`src/rtl/mem_map_ctrl_if.sv`:
```
// CPU/VIC bus view of the memory-map controller: address, cartridge and port-pin inputs, registered selects out.
interface mem_map_ctrl_if #(parameter int IO_SLOTS = 4);
    logic                cpu_en;
    logic [15:0]         a;
    logic                r_w;
    logic [7:0]          din;
    logic                aec_n;
    logic                ba;
    logic                va12;
    logic                va13;
    logic                va14_n;
    logic                game_n;
    logic                exrom_n;
    logic [7:0]          ext_in;
    logic [7:0]          port_out;
    logic                port_rd;
    logic [7:0]          dout;
    logic                romh;
    logic                roml;
    logic                kernal;
    logic                basic;
    logic                charom;
    logic                io;
    logic                vic;
    logic                sid;
    logic                color_ram;
    logic                gr_w;
    logic                casram;
    logic [IO_SLOTS-1:0] io_cs;

    modport master (
        output cpu_en, a, r_w, din, aec_n, ba, va12, va13, va14_n, game_n, exrom_n, ext_in,
        input  port_out, port_rd, dout, romh, roml, kernal, basic, charom, io, vic, sid,
               color_ram, gr_w, casram, io_cs
    );

    modport slave (
        input  cpu_en, a, r_w, din, aec_n, ba, va12, va13, va14_n, game_n, exrom_n, ext_in,
        output port_out, port_rd, dout, romh, roml, kernal, basic, charom, io, vic, sid,
               color_ram, gr_w, casram, io_cs
    );
endinterface

```
`src/rtl/mem_map_ctrl.sv`:
```
// 6510 processor port with bit decay plus a registered CPU/VIC address decoder.
// Selects are valid one clock after a sample (cpu_en or aec_n) and hold until the next one; no backpressure.
module mem_map_ctrl #(
    parameter int         IO_SLOTS     = 4,
    parameter int         DECAY_CYCLES = 350000,
    parameter logic [7:0] DECAY_MASK   = 8'hC0
) (
    input logic          clk,
    input logic          reset_n,
    mem_map_ctrl_if.slave bus
);
    localparam int CW = $clog2(DECAY_CYCLES + 1);
    localparam int SW = $clog2(IO_SLOTS);

    logic [7:0]    ddr;
    logic [7:0]    data;
    logic [7:0]    held;
    logic [CW-1:0] cnt [8];
    logic [7:0]    undrv;
    logic [7:0]    port_out;

    logic          loram, hiram, charen, ultimax, rd;
    logic [3:0]    nib;
    logic [9:0]    slot;

    logic          romh_d, roml_d, kernal_d, basic_d, charom_d, io_d;
    logic          vic_d, sid_d, color_ram_d, gr_w_d, casram_d;
    logic [IO_SLOTS-1:0] io_cs_d;

    // Only DECAY_MASK bits use the held/counter state; the rest follow the external pull-ups.
    assign undrv    = (held & DECAY_MASK) | (bus.ext_in & ~DECAY_MASK);
    assign port_out = (ddr & data) | (~ddr & undrv);

    assign bus.port_out = port_out;
    assign bus.port_rd  = bus.r_w && (bus.a[15:1] == 15'd0);
    assign bus.dout     = bus.a[0] ? port_out : ddr;

    assign loram   = port_out[0];
    assign hiram   = port_out[1];
    assign charen  = port_out[2];
    assign ultimax = bus.exrom_n && !bus.game_n;
    assign rd      = bus.r_w;
    assign nib     = bus.a[15:12];
    assign slot    = bus.a[9:0] >> (10 - SW);

    always_ff @(posedge clk) begin
        if (!reset_n) begin
            ddr  <= 8'h00;
            data <= 8'h00;
        end else if (bus.cpu_en && !bus.r_w && (bus.a == 16'h0000)) begin
            ddr <= bus.din;
        end else if (bus.cpu_en && !bus.r_w && (bus.a == 16'h0001)) begin
            data <= bus.din;
        end
    end

    // Held level only clears on the 1->0 counter transition, so a fresh reset keeps reading 1.
    always_ff @(posedge clk) begin
        for (int i = 0; i < 8; i++) begin
            if (!reset_n) begin
                held[i] <= 1'b1;
                cnt[i]  <= '0;
            end else if (ddr[i]) begin
                held[i] <= data[i];
                cnt[i]  <= CW'(DECAY_CYCLES);
            end else if (cnt[i] != '0) begin
                cnt[i] <= cnt[i] - CW'(1);
                if (cnt[i] == CW'(1))
                    held[i] <= 1'b0;
            end
        end
    end

    always_comb begin
        romh_d      = 1'b0;
        roml_d      = 1'b0;
        kernal_d    = 1'b0;
        basic_d     = 1'b0;
        charom_d    = 1'b0;
        io_d        = 1'b0;
        vic_d       = 1'b0;
        sid_d       = 1'b0;
        color_ram_d = 1'b0;
        gr_w_d      = 1'b0;
        casram_d    = 1'b0;
        io_cs_d     = '0;
        if (bus.aec_n) begin
            if (ultimax && bus.va13 && bus.va12)
                romh_d = 1'b1;
            else if (bus.va14_n && !bus.va13 && bus.va12 && !ultimax)
                charom_d = 1'b1;
            else
                casram_d = 1'b1;
        end else begin
            basic_d  = (nib == 4'hA || nib == 4'hB) && rd && loram && hiram && bus.game_n;
            kernal_d = (nib >= 4'hE) && rd && hiram && !ultimax;
            roml_d   = (nib == 4'h8 || nib == 4'h9) &&
                       ((rd && loram && hiram && !bus.exrom_n) || ultimax);
            romh_d   = ((nib == 4'hA || nib == 4'hB) && rd && hiram && !bus.exrom_n && !bus.game_n) ||
                       ((nib >= 4'hE) && ultimax);
            charom_d = (nib == 4'hD) && rd && !charen && (loram || hiram) && !ultimax;
            io_d     = (nib == 4'hD) && ((charen && (loram || hiram)) || ultimax) &&
                       (bus.ba || !rd);
            if (io_d) begin
                case (bus.a[11:10])
                    2'b00:   vic_d       = 1'b1;
                    2'b01:   sid_d       = 1'b1;
                    2'b10:   color_ram_d = 1'b1;
                    default: io_cs_d     = IO_SLOTS'(1) << slot;
                endcase
            end
            gr_w_d   = io_d && color_ram_d && !rd;
            // Ultimax leaves $1000-$7FFF and $A000-$CFFF open for the cartridge.
            casram_d = !(romh_d || roml_d || kernal_d || basic_d || charom_d || io_d) &&
                       !(ultimax && ((nib >= 4'h1 && nib <= 4'h7) || (nib >= 4'hA && nib <= 4'hC)));
        end
    end

    always_ff @(posedge clk) begin
        if (!reset_n) begin
            bus.romh      <= 1'b0;
            bus.roml      <= 1'b0;
            bus.kernal    <= 1'b0;
            bus.basic     <= 1'b0;
            bus.charom    <= 1'b0;
            bus.io        <= 1'b0;
            bus.vic       <= 1'b0;
            bus.sid       <= 1'b0;
            bus.color_ram <= 1'b0;
            bus.gr_w      <= 1'b0;
            bus.casram    <= 1'b0;
            bus.io_cs     <= '0;
        end else if (bus.cpu_en || bus.aec_n) begin
            bus.romh      <= romh_d;
            bus.roml      <= roml_d;
            bus.kernal    <= kernal_d;
            bus.basic     <= basic_d;
            bus.charom    <= charom_d;
            bus.io        <= io_d;
            bus.vic       <= vic_d;
            bus.sid       <= sid_d;
            bus.color_ram <= color_ram_d;
            bus.gr_w      <= gr_w_d;
            bus.casram    <= casram_d;
            bus.io_cs     <= io_cs_d;
        end
    end
endmodule

```
`src/flat_wrapper.sv`:
```
// flat-port wrapper written by rule: the top's interface ports become plain ports
module mem_map_ctrl_flat 
#(
    parameter int         IO_SLOTS     = 4,
    parameter int         DECAY_CYCLES = 350000,
    parameter logic [7:0] DECAY_MASK   = 8'hC0
)
  (clk, reset_n, bus_cpu_en, bus_a, bus_r_w, bus_din, bus_aec_n, bus_ba, bus_va12, bus_va13, bus_va14_n, bus_game_n, bus_exrom_n, bus_ext_in, bus_port_out, bus_port_rd, bus_dout, bus_romh, bus_roml, bus_kernal, bus_basic, bus_charom, bus_io, bus_vic, bus_sid, bus_color_ram, bus_gr_w, bus_casram, bus_io_cs);
  mem_map_ctrl_if #(.IO_SLOTS(IO_SLOTS)) bus_i ();
  input logic clk;
  input logic reset_n;
  input wire logic [$bits(bus_i.cpu_en)-1:0] bus_cpu_en;
  input wire logic [$bits(bus_i.a)-1:0] bus_a;
  input wire logic [$bits(bus_i.r_w)-1:0] bus_r_w;
  input wire logic [$bits(bus_i.din)-1:0] bus_din;
  input wire logic [$bits(bus_i.aec_n)-1:0] bus_aec_n;
  input wire logic [$bits(bus_i.ba)-1:0] bus_ba;
  input wire logic [$bits(bus_i.va12)-1:0] bus_va12;
  input wire logic [$bits(bus_i.va13)-1:0] bus_va13;
  input wire logic [$bits(bus_i.va14_n)-1:0] bus_va14_n;
  input wire logic [$bits(bus_i.game_n)-1:0] bus_game_n;
  input wire logic [$bits(bus_i.exrom_n)-1:0] bus_exrom_n;
  input wire logic [$bits(bus_i.ext_in)-1:0] bus_ext_in;
  output wire logic [$bits(bus_i.port_out)-1:0] bus_port_out;
  output wire logic [$bits(bus_i.port_rd)-1:0] bus_port_rd;
  output wire logic [$bits(bus_i.dout)-1:0] bus_dout;
  output wire logic [$bits(bus_i.romh)-1:0] bus_romh;
  output wire logic [$bits(bus_i.roml)-1:0] bus_roml;
  output wire logic [$bits(bus_i.kernal)-1:0] bus_kernal;
  output wire logic [$bits(bus_i.basic)-1:0] bus_basic;
  output wire logic [$bits(bus_i.charom)-1:0] bus_charom;
  output wire logic [$bits(bus_i.io)-1:0] bus_io;
  output wire logic [$bits(bus_i.vic)-1:0] bus_vic;
  output wire logic [$bits(bus_i.sid)-1:0] bus_sid;
  output wire logic [$bits(bus_i.color_ram)-1:0] bus_color_ram;
  output wire logic [$bits(bus_i.gr_w)-1:0] bus_gr_w;
  output wire logic [$bits(bus_i.casram)-1:0] bus_casram;
  output wire logic [$bits(bus_i.io_cs)-1:0] bus_io_cs;
  assign bus_i.cpu_en = bus_cpu_en;
  assign bus_i.a = bus_a;
  assign bus_i.r_w = bus_r_w;
  assign bus_i.din = bus_din;
  assign bus_i.aec_n = bus_aec_n;
  assign bus_i.ba = bus_ba;
  assign bus_i.va12 = bus_va12;
  assign bus_i.va13 = bus_va13;
  assign bus_i.va14_n = bus_va14_n;
  assign bus_i.game_n = bus_game_n;
  assign bus_i.exrom_n = bus_exrom_n;
  assign bus_i.ext_in = bus_ext_in;
  assign bus_port_out = bus_i.port_out;
  assign bus_port_rd = bus_i.port_rd;
  assign bus_dout = bus_i.dout;
  assign bus_romh = bus_i.romh;
  assign bus_roml = bus_i.roml;
  assign bus_kernal = bus_i.kernal;
  assign bus_basic = bus_i.basic;
  assign bus_charom = bus_i.charom;
  assign bus_io = bus_i.io;
  assign bus_vic = bus_i.vic;
  assign bus_sid = bus_i.sid;
  assign bus_color_ram = bus_i.color_ram;
  assign bus_gr_w = bus_i.gr_w;
  assign bus_casram = bus_i.casram;
  assign bus_io_cs = bus_i.io_cs;
  mem_map_ctrl #(.IO_SLOTS(IO_SLOTS), .DECAY_CYCLES(DECAY_CYCLES), .DECAY_MASK(DECAY_MASK)) u_core (.clk(clk), .reset_n(reset_n), .bus(bus_i));
endmodule
```
`config.mk`:
```
export PLATFORM = sky130hd
export DESIGN_NAME = mem_map_ctrl_flat
export DESIGN_NICKNAME = d
export VERILOG_FILES = /design/src/rtl/mem_map_ctrl_if.sv /design/src/rtl/mem_map_ctrl.sv /design/src/flat_wrapper.sv
export SDC_FILE = /design/constraint.sdc
export NUM_CORES = 1
export LEC_CHECK = 0
export ABC_AREA = 0
export BUFFER_PORTS_ARGS = -buffer_cell sky130_fd_sc_hd__buf_2
export CORE_UTILIZATION = 60
export CTS_CLUSTER_DIAMETER = 120
export CTS_CLUSTER_SIZE = 28
export DETAILED_ROUTE_END_ITERATION = 10
export PLACE_DENSITY = 0.93
export REMOVE_ABC_BUFFERS = 1
export SYNTH_ARGS = -nofsm -noshare
export SYNTH_HDL_FRONTEND = slang
export SYNTH_SLANG_ARGS = --single-unit
```
`constraint.sdc`:
```
create_clock -name clk -period 6.8 [get_ports clk]
set_input_delay 1.02 -clock clk [delete_from_list [all_inputs] [get_ports clk]]
set_output_delay 1.02 -clock clk [all_outputs]
set_load 0.01 [all_outputs]
```
Yosys cells after proc, flatten, opt, wreduce, memory -nomap -nowiden
Memory sizes are Yosys's and may differ from the RTL's.
Index checks and enable logic that the tools add are counted.
Widths: inputs -> output; s select.
{"block": "word_totals", "output_inout_bits": 32, "input_bits": 43, "mem_count": 1, "ram_bits": 152, "wordCells": 248, "reg_bits": 33}
{"memory": "u_core.cnt", "depth": 8, "word_bits": 19, "read_ports": 8, "rd_clocked_by_memory_dff": 0, "wr": 8, "line_no": "mem_map_ctrl.sv:18", "text": "logic [CW-1:0] cnt [8];"}
{"block": "classes", "shifts": 1, "bitwise_logic": 22, "reduce_logical": 79, "add_sub_neg": 8, "mux": 106, "magnitude_cmp": 5, "n_eq_ne": 10}
{"cell": "$mux 19", "n": 16}
{"cell": "$reduce_bool 19->1", "n": 8}
{"cell": "$sub 19x1->19 const B", "n": 8}
{"cell": "$mux 1", "n": 86}
{"cell": "$eq 19x1->1 const B", "n": 2}
{"cell": "$logic_and 1x1->1", "n": 38}
{"cell": "$eq 4x4->1 const B", "n": 5}
{"cell": "$and 8x8->8", "n": 2}
{"cell": "$eq 16x1->1 const B", "n": 1}
{"cell": "$logic_not 16->1", "n": 1}
{"cell": "$or 1x1->1", "n": 16}
{"cell": "$logic_not 15->1", "n": 1}
{"cell": "$logic_or 1x1->1", "n": 14}
{"cell": "$mux 4", "n": 3}
{"cell": "$ge 4x4->1 const B", "n": 2}
{"cell": "$logic_not 1->1", "n": 8}
{"cell": "$mux 8", "n": 1}
{"cell": "$not 8->8", "n": 1}
{"cell": "$or 8x6->8", "n": 1}
{"cell": "$or 8x8->8", "n": 1}
{"cell": "$reduce_bool 2->1", "n": 4}
{"cell": "$reduce_and 2->1", "n": 3}
{"cell": "$ge 4x1->1 const B", "n": 1}
{"cell": "$le 4x3->1 const B", "n": 1}
{"cell": "other kinds (7)", "n": 7}

Longest topological paths before layout
{"block": "depth", "depth_word": 16, "mapped_depth": 8, "mapped_depth_nobuf": 7}

Least setup slack after synthesis
OpenSTA, ideal clock, no wires.
{"block": "synth_timing", "kind": "input-to-output", "from": "input port bus_a[0]", "to": "output port bus_dout[7]", "required_time_ns": 5.780, "n_path_buf": 2, "path_stages": 4, "path_slack_ns": 3.985, "arrival_time_ns": 1.795, "cell_sequence": "clkbuf_1 clkbuf_1 nor2_1 a31oi_1"}
{"block": "synth_between", "elab_chain_len": 1}
{"element": "start: declaration", "line_no": "flat_wrapper.sv:13", "text": "input wire logic [$bits(bus_i.a)-1:0] bus_a;"}
{"element": "$mux 8", "line_no": "mem_map_ctrl.sv:36", "text": "assign bus.dout = bus.a[0] ? port_out : ddr;"}
{"element": "end: declaration", "line_no": "flat_wrapper.sv:26", "text": "output wire logic [$bits(bus_i.dout)-1:0] bus_dout;"}
No other way between the ends.

==> impl_metrics.tcl <==
set metrics [dict create \
    place_inst 533 \
    synth_area_per_cell_sq_um 9.47 \
    vias 3311 \
    drive_gt1_frac 0.217 \
    tns_ns 0 \
    rsz0062_at_grt "no" \
    clkTransAtPathRegs_ns 0.08 \
    cts_tree "yes" \
    relSlewSlack 0.373 \
    power_w 0.00151 \
    busiest_layer "met2" \
    post_cts_buffers 0 \
    ys_seq_area_frac 0.475 \
    maxCapViolations 0 \
    drc 0 \
    cp_slowest_cell "nor4_1" \
    syn_to_final_growth_pct 15.5 \
    antenna_found_initial 0 \
    dp_hpwl_microns 5760 \
    fp-row-count 28 \
    viasPerCell 6.03 \
    gr-usage-met3 0.0733 \
    synthTopCellsByArea "edfxtp_1 30%, dfxtp_1 17%, o21ai_0 4.4%" \
    fillers 438 \
    fin_skew_ns 0.00648 \
    synth_warnings 0 \
    die_area_sq_mm 0.00665 \
    synth_cells 401 \
    cts.sink_count 71 \
    crit_arrival_ns 2.96 \
    cts.root.buffer_cell "clkbuf_8" \
    pin_count 75 \
    die_y_microns 81.5 \
    gr-total-overflow 0 \
    fin_crit_sh 0.457 \
    endpoint_kind "register" \
    syn_area_sq_mm 0.00380 \
    report.final.slew_viol_count 0 \
    layout_common_cells "72 x buf_2, 42 x nor2_1, 40 x nand2_1" \
    worst_pin_slew_ns 0.937 \
    holdWs_ns 0.478 \
    use_met1 0.332 \
    grt_pass1_vias 2990 \
    clock_latency_ns 0.36 \
    critical_path_buf_inv_count 0 \
    synth_flop_cell "edfxtp_1" \
    hold_viol_final 0 \
    gp_congestion 0.920 \
    path_class "register to register" \
    cts_resized 0 \
    port-buffer-count 72 \
    min_period_ns 3.10 \
    status "completed" \
    register_area_sq_mm 0.00180 \
    worstPathMaxFanout 19 \
    n_antenna_cell 0 \
    ant_nets 0 \
    final_common_cell "buf_2" \
    yosys.cell_types.count 53 \
    met2_usage 0.453 \
    drtPass1Iterations 5 \
    grt_max_degree 46 \
    critPathTopFamily "simple AND/OR/NAND/NOR gates" \
    cp_data_required_time_ns 6.65 \
    synth_edf_count 38 \
    fp.dieW_microns 81.5 \
    hold_path.class "register to register" \
    grt_pass1_wl_microns 13600 \
    p_per_area_mw_per_mm2 344 \
    ctsHoldBuffers 0 \
    max_stage_delay_ns 0.81 \
    yosys.area.top_type "edfxtp_1" \
    vdd_drop_max_mv 0.208 \
    totalWireLength_microns 8390 \
    synth_top_area_share 0.301 \
    grt_usage 0.270 \
    max_freq_mhz 322 \
    final_util 0.728 \
    routedWlPerCell_microns 15.3 \
    nets 517 \
    synth-async-reset-ratio 0 \
    setup_viol 0 \
    clockBufferDepth 2 \
    cts_buffers 9 \
    multi_input_area_sq_mm 0.00188 \
    ys_ff_latch 71 \
    fin_cells 549 \
    crit_chain "nor4_1 > nand2_1 > nor3_1 > nand3b_1" \
    core_area_sq_mm 0.00603 \
    start_kind "register" \
    htree_levels 3 \
    initial_utilization 0.630 \
    power_leakage_nw 1.78 \
    drt-initial-drc-count 227 \
]
[synth_stat cells (all sizes together) (12+ instances only)]
master,number
nand2,40
nor2,42
xnor2,17
clkbuf,12
dfxtp,33
inv,14
edfxtp,38
mux2i,12
a21oi,15
o21ai,34
nor3,13
nand3,20
nor4,12
[routing by layer]
layer | up-vias | share of wire
met5 | - | 0
met4 | 0 | 0.018
met3 | 20 | 0.074
met2 | 158 | 0.49
met1 | 1539 | 0.42
li1 | 1594 | -
[kinds of logic after synthesis]
logic type      after synthesis  share of synthesized area
compound gates               79                      0.132
xor+xnor                     27                     0.0623
fa+ha+maj                     5                     0.0165
buf+inv                      29                     0.0313
flops                        71                      0.475
mux                          19                     0.0524
simple gates                171                      0.231
[final timing paths]
| path | slack [ns] | endpoint | from | cells after the start |
|---|---|---|---|---|
| min reg2reg | 0.48 | u_core.bus.io_cs[0] | u_core.bus.io_cs[0] | 1 |
| max | 3.70 | u_core.cnt[1][40] | u_core.cnt[1][43] | 4 |
| min | 0.48 | u_core.bus.io_cs[0] | u_core.bus.io_cs[0] | 1 |
| max reg2reg | 3.70 | u_core.cnt[1][40] | u_core.cnt[1][43] | 4 |
[registers in the layout, summed over array words and instances, names as in the netlist]
| name | cells |
|---|---|
| u_core.bus.romh | 1 |
| u_core.bus.sid | 1 |
| u_core.bus.roml | 1 |
| u_core.data | 8 |
| u_core.ddr | 8 |
| u_core.bus.color_ram | 1 |
| u_core.bus.io | 1 |
| u_core.bus.io_cs | 4 |
| u_core.bus.gr_w | 1 |
| u_core.bus.basic | 1 |
| u_core.bus.kernal | 1 |
| u_core.cnt | 38 |
| u_core.bus.casram | 1 |
| u_core.bus.charom | 1 |
| u_core.bus.vic | 1 |
| u_core.held | 2 |
[where the power goes]
| group | total [W] | internal (W) | switching, W |
|---|---|---|---|
| clock network | 0.000352 | 0.000174 | 0.000179 |
| registers | 0.000648 | 0.000569 | 0.0000786 |
| logic | 0.000508 | 0.000218 | 0.000290 |
[stage by stage]
| stage | setup slack (ns) | area [sq um] |
|---|---|---|
| global route | 3.37 | 4390 |
| CTS | 3.72 | 4390 |
| global placement | 3.71 | 4180 |
| detailed placement | 3.63 | 4180 |
| finish | 3.70 | 4390 |
| floorplan | 4.08 | 3730 |
[worst register-to-register path, cell delays in order (launching register included)]
cell and delay (ns):
edfxtp_1 0.45, nor4_1 0.81, nand2_1 0.23, nor3_1 0.40, nand3b_1 0.72
[area by class of cell]
type / instances / area share
clock buffer: 9 / 0.0282
sequential: 71 / 0.411
timing repair buffer: 72 / 0.0822
inverter: 14 / 0.0120
clock inverter: 7 / 0.0177
tap: 75 / 0.0214
multi-input combinational: 301 / 0.428
No activity file was read; power rests on OpenSTA's default activity.
